<file path="src/rtl/seg_scan_capture.sv">
// -----------------------------------------------------------------------------
// seg_scan_capture
//
// Read-back monitor for a multiplexed common-anode seven-segment bus. Each
// digit's pattern must hold still for SETTLE cycles before it is captured. The
// pattern is then decoded back to BCD, and unknown patterns are flagged. Once
// every digit position has been captured, the block publishes a coherent frame.
//
// Parameters
//   DIGITS  number of multiplexed digit positions (1..8)
//   SETTLE  cycles the bus must hold unchanged before a capture (1..15)
//
// Ports
//   clk          system clock, rising edge
//   rst          synchronous active-high reset
//   seg_in       segment bus, active-low, bit0=a .. bit6=g
//   an_in        digit selects, active-low, exactly one low when legal
//   bcd_out      published digits, digit i at [4i+3:4i] (4'hF blank, 4'hE bad)
//   digit_err    published per-digit illegal-pattern flags
//   all_nine     published frame reads 9 in every position
//   frame_valid  one-cycle pulse with each publish
// -----------------------------------------------------------------------------
module seg_scan_capture #(
  parameter int DIGITS = 4,
  parameter int SETTLE = 3
) (
  input  logic                  clk,
  input  logic                  rst,
  input  logic [6:0]            seg_in,
  input  logic [DIGITS-1:0]     an_in,
  output logic [4*DIGITS-1:0]   bcd_out,
  output logic [DIGITS-1:0]     digit_err,
  output logic                  all_nine,
  output logic                  frame_valid
);

  localparam int         BUS_W     = DIGITS + 7;
  localparam logic [3:0] SETTLE_C  = 4'(SETTLE);
  localparam logic [3:0] SETTLE_M1 = 4'(SETTLE - 1);

  typedef enum logic {
    COLLECT = 1'b0,
    PUBLISH = 1'b1
  } state_e;

  // Returns {err, bcd} for one active-low segment pattern.
  function automatic logic [4:0] decode(input logic [6:0] seg);
    case (seg)
      7'b1000000: decode = {1'b0, 4'h0};
      7'b1111001: decode = {1'b0, 4'h1};
      7'b0100100: decode = {1'b0, 4'h2};
      7'b0110000: decode = {1'b0, 4'h3};
      7'b0011001: decode = {1'b0, 4'h4};
      7'b0010010: decode = {1'b0, 4'h5};
      7'b0000010: decode = {1'b0, 4'h6};
      7'b1111000: decode = {1'b0, 4'h7};
      7'b0000000: decode = {1'b0, 4'h8};
      7'b0010000: decode = {1'b0, 4'h9};
      7'b1111111: decode = {1'b0, 4'hF};
      default:    decode = {1'b1, 4'hE};
    endcase
  endfunction

  logic [BUS_W-1:0]  bus;
  logic [BUS_W-1:0]  r_q;
  logic [3:0]        cnt_q, cnt_d;
  logic              same;
  logic [DIGITS-1:0] sel_oh;
  logic              sel_ok;
  logic              cap;
  logic [DIGITS-1:0] cap_oh;
  logic [4:0]        dec;

  state_e            state_q, state_d;
  logic [DIGITS-1:0] mask_q, mask_d;
  logic              publish;

  logic [3:0]        sh_bcd_q [DIGITS];
  logic [DIGITS-1:0] sh_err_q;
  logic [4*DIGITS-1:0] sh_flat;
  logic              sh_nine;

  logic [4*DIGITS-1:0] bcd_q;
  logic [DIGITS-1:0]   err_q;
  logic                nine_q;
  logic                fv_q;

  assign bus  = {an_in, seg_in};
  assign same = (bus == r_q);
  assign dec  = decode(seg_in);

  // A legal select has exactly one low bit: the inverted selects are a
  // nonzero power of two. The one-hot form doubles as the shadow write enable.
  assign sel_oh = ~an_in;
  assign sel_ok = (sel_oh != '0) && ((sel_oh & (sel_oh - 1'b1)) == '0);

  // The counter saturates at SETTLE, so the SETTLE-1 match (and the capture)
  // happens once per stable period.
  always_comb begin
    // NOTE: every combinational output gets a default first, so no path
    // through the block leaves it unassigned and infers a latch.
    cnt_d = cnt_q;
    if (!same)                cnt_d = '0;
    else if (cnt_q != SETTLE_C) cnt_d = cnt_q + 4'd1;
  end

  assign cap    = same && (cnt_q == SETTLE_M1) && sel_ok;
  assign cap_oh = cap ? sel_oh : '0;

  // Next-state logic. Completion is judged on the mask that includes this
  // cycle's capture, so PUBLISH immediately follows the completing capture.
  // A capture in the PUBLISH cycle seeds the next frame's mask.
  always_comb begin
    state_d = state_q;
    mask_d  = mask_q | cap_oh;
    publish = 1'b0;
    case (state_q)
      COLLECT: if (&mask_d) state_d = PUBLISH;
      PUBLISH: begin
        publish = 1'b1;
        mask_d  = cap_oh;
        state_d = COLLECT;
      end
      default: state_d = COLLECT;
    endcase
  end

  always_comb begin
    sh_nine = 1'b1;
    sh_flat = '0;
    for (int i = 0; i < DIGITS; i++) begin
      sh_flat[4*i +: 4] = sh_bcd_q[i];
      if (sh_bcd_q[i] != 4'h9 || sh_err_q[i]) sh_nine = 1'b0;
    end
  end

  always_ff @(posedge clk) begin
    if (rst) state_q <= COLLECT;
    else     state_q <= state_d;
  end

  always_ff @(posedge clk) begin
    // NOTE: sequential state uses non-blocking assignments, so every register
    // samples pre-edge values regardless of statement order.
    if (rst) begin
      r_q    <= '1;
      cnt_q  <= '0;
      mask_q <= '0;
      // NOTE: the shadow array is small and must read as blank after reset,
      // so it is reset explicitly rather than left to power-up contents.
      for (int i = 0; i < DIGITS; i++) sh_bcd_q[i] <= 4'hF;
      sh_err_q <= '0;
    end else begin
      r_q    <= bus;
      cnt_q  <= cnt_d;
      mask_q <= mask_d;
      for (int i = 0; i < DIGITS; i++) begin
        if (cap_oh[i]) begin
          sh_bcd_q[i] <= dec[3:0];
          sh_err_q[i] <= dec[4];
        end
      end
    end
  end

  // Published registers load from pre-edge shadow contents, so a capture
  // landing on the publish edge affects only the following frame.
  always_ff @(posedge clk) begin
    if (rst) begin
      bcd_q  <= '1;
      err_q  <= '0;
      nine_q <= 1'b0;
      fv_q   <= 1'b0;
    end else begin
      fv_q <= publish;
      if (publish) begin
        bcd_q  <= sh_flat;
        err_q  <= sh_err_q;
        nine_q <= sh_nine;
      end
    end
  end

  assign bcd_out     = bcd_q;
  assign digit_err   = err_q;
  assign all_nine    = nine_q;
  assign frame_valid = fv_q;

endmodule

</file>
<file path="config.mk">
export PLATFORM = sky130hd
export DESIGN_NAME = seg_scan_capture
export DESIGN_NICKNAME = d
export VERILOG_FILES = /design/src/rtl/seg_scan_capture.sv
export SDC_FILE = /design/constraint.sdc
export NUM_CORES = 1
export LEC_CHECK = 0
export ABC_AREA = 1
export CAP_MARGIN = 20
export CORE_MARGIN = 3
export CORE_UTILIZATION = 36
export DETAILED_ROUTE_END_ITERATION = 6
export GPL_ROUTABILITY_DRIVEN = 0
export PLACE_DENSITY = 0.67
export SLEW_MARGIN = 25
export SYNTH_ARGS = -nofsm -noshare
export SYNTH_HDL_FRONTEND = slang
export SYNTH_SLANG_ARGS = --single-unit
</file>
<file path="constraint.sdc">
create_clock -name clk -period 2.9 [get_ports clk]
set_input_delay 0.29 -clock clk [delete_from_list [all_inputs] [get_ports clk]]
set_output_delay 0.29 -clock clk [all_outputs]
set_load 0.1 [all_outputs]
</file>
==> impl_metrics.tcl <==
set metrics [dict create \
    finalWirelength_um 5410 \
    crit_buf_inv 2 \
    num_vias 2085 \
    cts_buffer_depth 2 \
    cp_max_fo 8 \
    final_cell_mix "86 x nand2_1, 46 x dfxtp_1, 37 x inv_1" \
    cp_common_cell "nand2_1" \
    placement.io_buffers 34 \
    synth.distinct_cells 30 \
    cts_setup_buffers 0 \
    die_area_um2 8250 \
    crit_path_top_delay_cell "clkdlybuf4s50_1" \
    grt_pass1_wl_um 9110 \
    cpPeakStageDelay_ns 0.61 \
    cp.arrival_ns 2.02 \
    crit_type "input port to flop" \
    final_util_pct 45.8 \
    cts.repair.resized 0 \
    crit_path_end_kind "flop" \
    dp_hpwl_um 4040 \
    finalSetupViolCount 0 \
    syn_area_um2 2590 \
    synth_seq_area_share_pct 54.1 \
    ant_nets 0 \
    hold_violations 0 \
    clkSlewWorstSetupHoldPaths_ns 0.06 \
    grt-ovfl-total 0 \
    power.density_nw_per_um2 524 \
    initial_core_util_pct 37.7 \
    slew_headroom_pct 54.4 \
    path_cells "clkdlybuf4s50_1 > inv_2 > nand2_1 > nand2_1 > nor2_1 > nand2_1 > nor2_4 > and2_4 > nand2_8 > nor2_4 > nand2_1" \
    core_um2 6870 \
    crit_path_start_kind "input port" \
    tns_ns 0 \
    synth_warnings 0 \
    drc_errors 0 \
    drive_gt1_share_pct 14.6 \
    htreeDepth 3 \
    grt_pass1_vias 2026 \
    viasPerCell 4.69 \
    rows 30 \
    p_leak_nw 1.35 \
    synth_top_area_share_pct 35.5 \
    cap_violations 0 \
    ys_ff_latch 62 \
    synth_cells 303 \
    io_pins 35 \
    cts-root-buf "clkbuf_8" \
    cts_tree "yes" \
    multi_input_area_um2 1020 \
    grt_max_degree 22 \
    area_delta_synth_final_pct 21.5 \
    post_drt_wl_per_cell_um 12.2 \
    cts_sinks 62 \
    die_w_um 90.8 \
    fin_crit_sh_pct 66.9 \
    syn-num-nets 318 \
    maxSlewViolCount 0 \
    avgSynthCellArea_um2 8.55 \
    max-vdd-ir-drop_mv 0.288 \
    hold_slack_ns 0.477 \
    min_path_type "flop to flop" \
    yosysTopAreaCell "dfxtp_1" \
    skew_ns 0.00733 \
    dr.pass1.iters 4 \
    holdBufCountCts 0 \
    worst_pin_slew_ns 0.684 \
    finalCriticalPeriod_ns 1.94 \
    insertion_delay_ns 0.35 \
    layout_commonest_cell "nand2_1" \
    critPathRequiredTime_ns 2.98 \
    antenna_found_initial 0 \
    die_y_um 90.8 \
    numCtsBuffers 9 \
    num-fill-cells 696 \
    drt-initial-drc-count 104 \
    rsz0062_at_grt "false" \
    crit_family "simple AND/OR/NAND/NOR gates" \
    antenna_cells 0 \
    synth_area_leaders "dfxtp_1 36%, edfxtp_1 19%, nand2_1 12%" \
    grtUsageTotal_pct 13.9 \
    fmax_ghz 0.516 \
    ff_latch_area_um2 1400 \
    nNetsFinal 359 \
    status "finished clean" \
]
[path summary, 6_finish.rpt]
path,depth (start not counted),from,to,slack [ns]
worst max-delay path,11,seg_in[4],sh_bcd_q[3][0],0.96
worst min-delay path,1,bcd_out[8],bcd_out[8],0.48
worst max register to register,5,cnt_q[1],sh_bcd_q[2][0],1.17
worst min register to register,1,bcd_out[8],bcd_out[8],0.48
[cells by family after synthesis]
kind of cell,count (synthesis),synth area share (%)
simple gates,155,27.6
flops,62,54.1
buf+inv,46,6.66
compound gates,30,7.97
xor+xnor,8,2.70
fa+ha+maj,2,0.966
[state kept, by name (all words and copies together), names as in the netlist]
name / flops
cnt_q: 4
all_nine: 1
state_q: 1
mask_q: 4
frame_valid: 1
r_q: 11
sh_err_q: 4
digit_err: 4
bcd_out: 16
sh_bcd_q: 16
[report_power, final]
part	switching, mW	internal (mW)	total (mW)	leakage [nW]
Combinational	0.0630	0.0353	0.0982	0.760
Clock	0.340	0.307	0.647	0.0844
Sequential	0.00639	0.899	0.905	0.509
[synthesized netlist by cell type (all sizes together)]
cell	count
and2	1
xnor2	6
edfxtp	16
a32o	1
nand3	16
a22o	2
nand3b	1
o21ai	3
nor3	8
nand4	9
or2	3
nor2	30
a211oi	1
dfxtp	46
clkinv	1
ha	2
o22a	9
a21oi	9
clkbuf	4
o31ai	1
o22ai	4
xor2	2
nand2	87
inv	40
buf	1
[cell type report]
| type | count | share of cell area [%] |
|---|---|---|
| multi-input combinational | 195 | 32.3 |
| inverter | 41 | 4.89 |
| tap | 96 | 3.81 |
| timing repair buffer | 35 | 9.30 |
| sequential | 62 | 44.5 |
| clock inverter | 6 | 1.15 |
| clock buffer | 10 | 4.05 |
[stage by stage]
stage	std cells	setup WS (ns)	area (um^2)	total power, mW
after detailed placement	429	0.609	2990	1.02
after CTS	445	0.958	3150	1.67
after global placement	429	0.627	2990	1.02
after floorplan	303	1.40	2590	0.982
after global routing	445	0.856	3150	1.73
final	445	0.961	3150	1.65
[worst reg2reg max path: stages (launching register included)]
cell and delay (ns):
dfxtp_1 0.38, ha_1 0.18, nand4_1 0.11, nor2_2 0.30
nand4_1 0.23, nand2_1 0.22
[layer usage]
metal,routed length [um],track usage [%],vias up
met5,0,0,-
met1,2450,15.8,943
met3,357,6.42,14
li1,-,-,1068
met2,2530,23.4,60
met4,86,4.15,0
(Power assumes the default switching activity.)
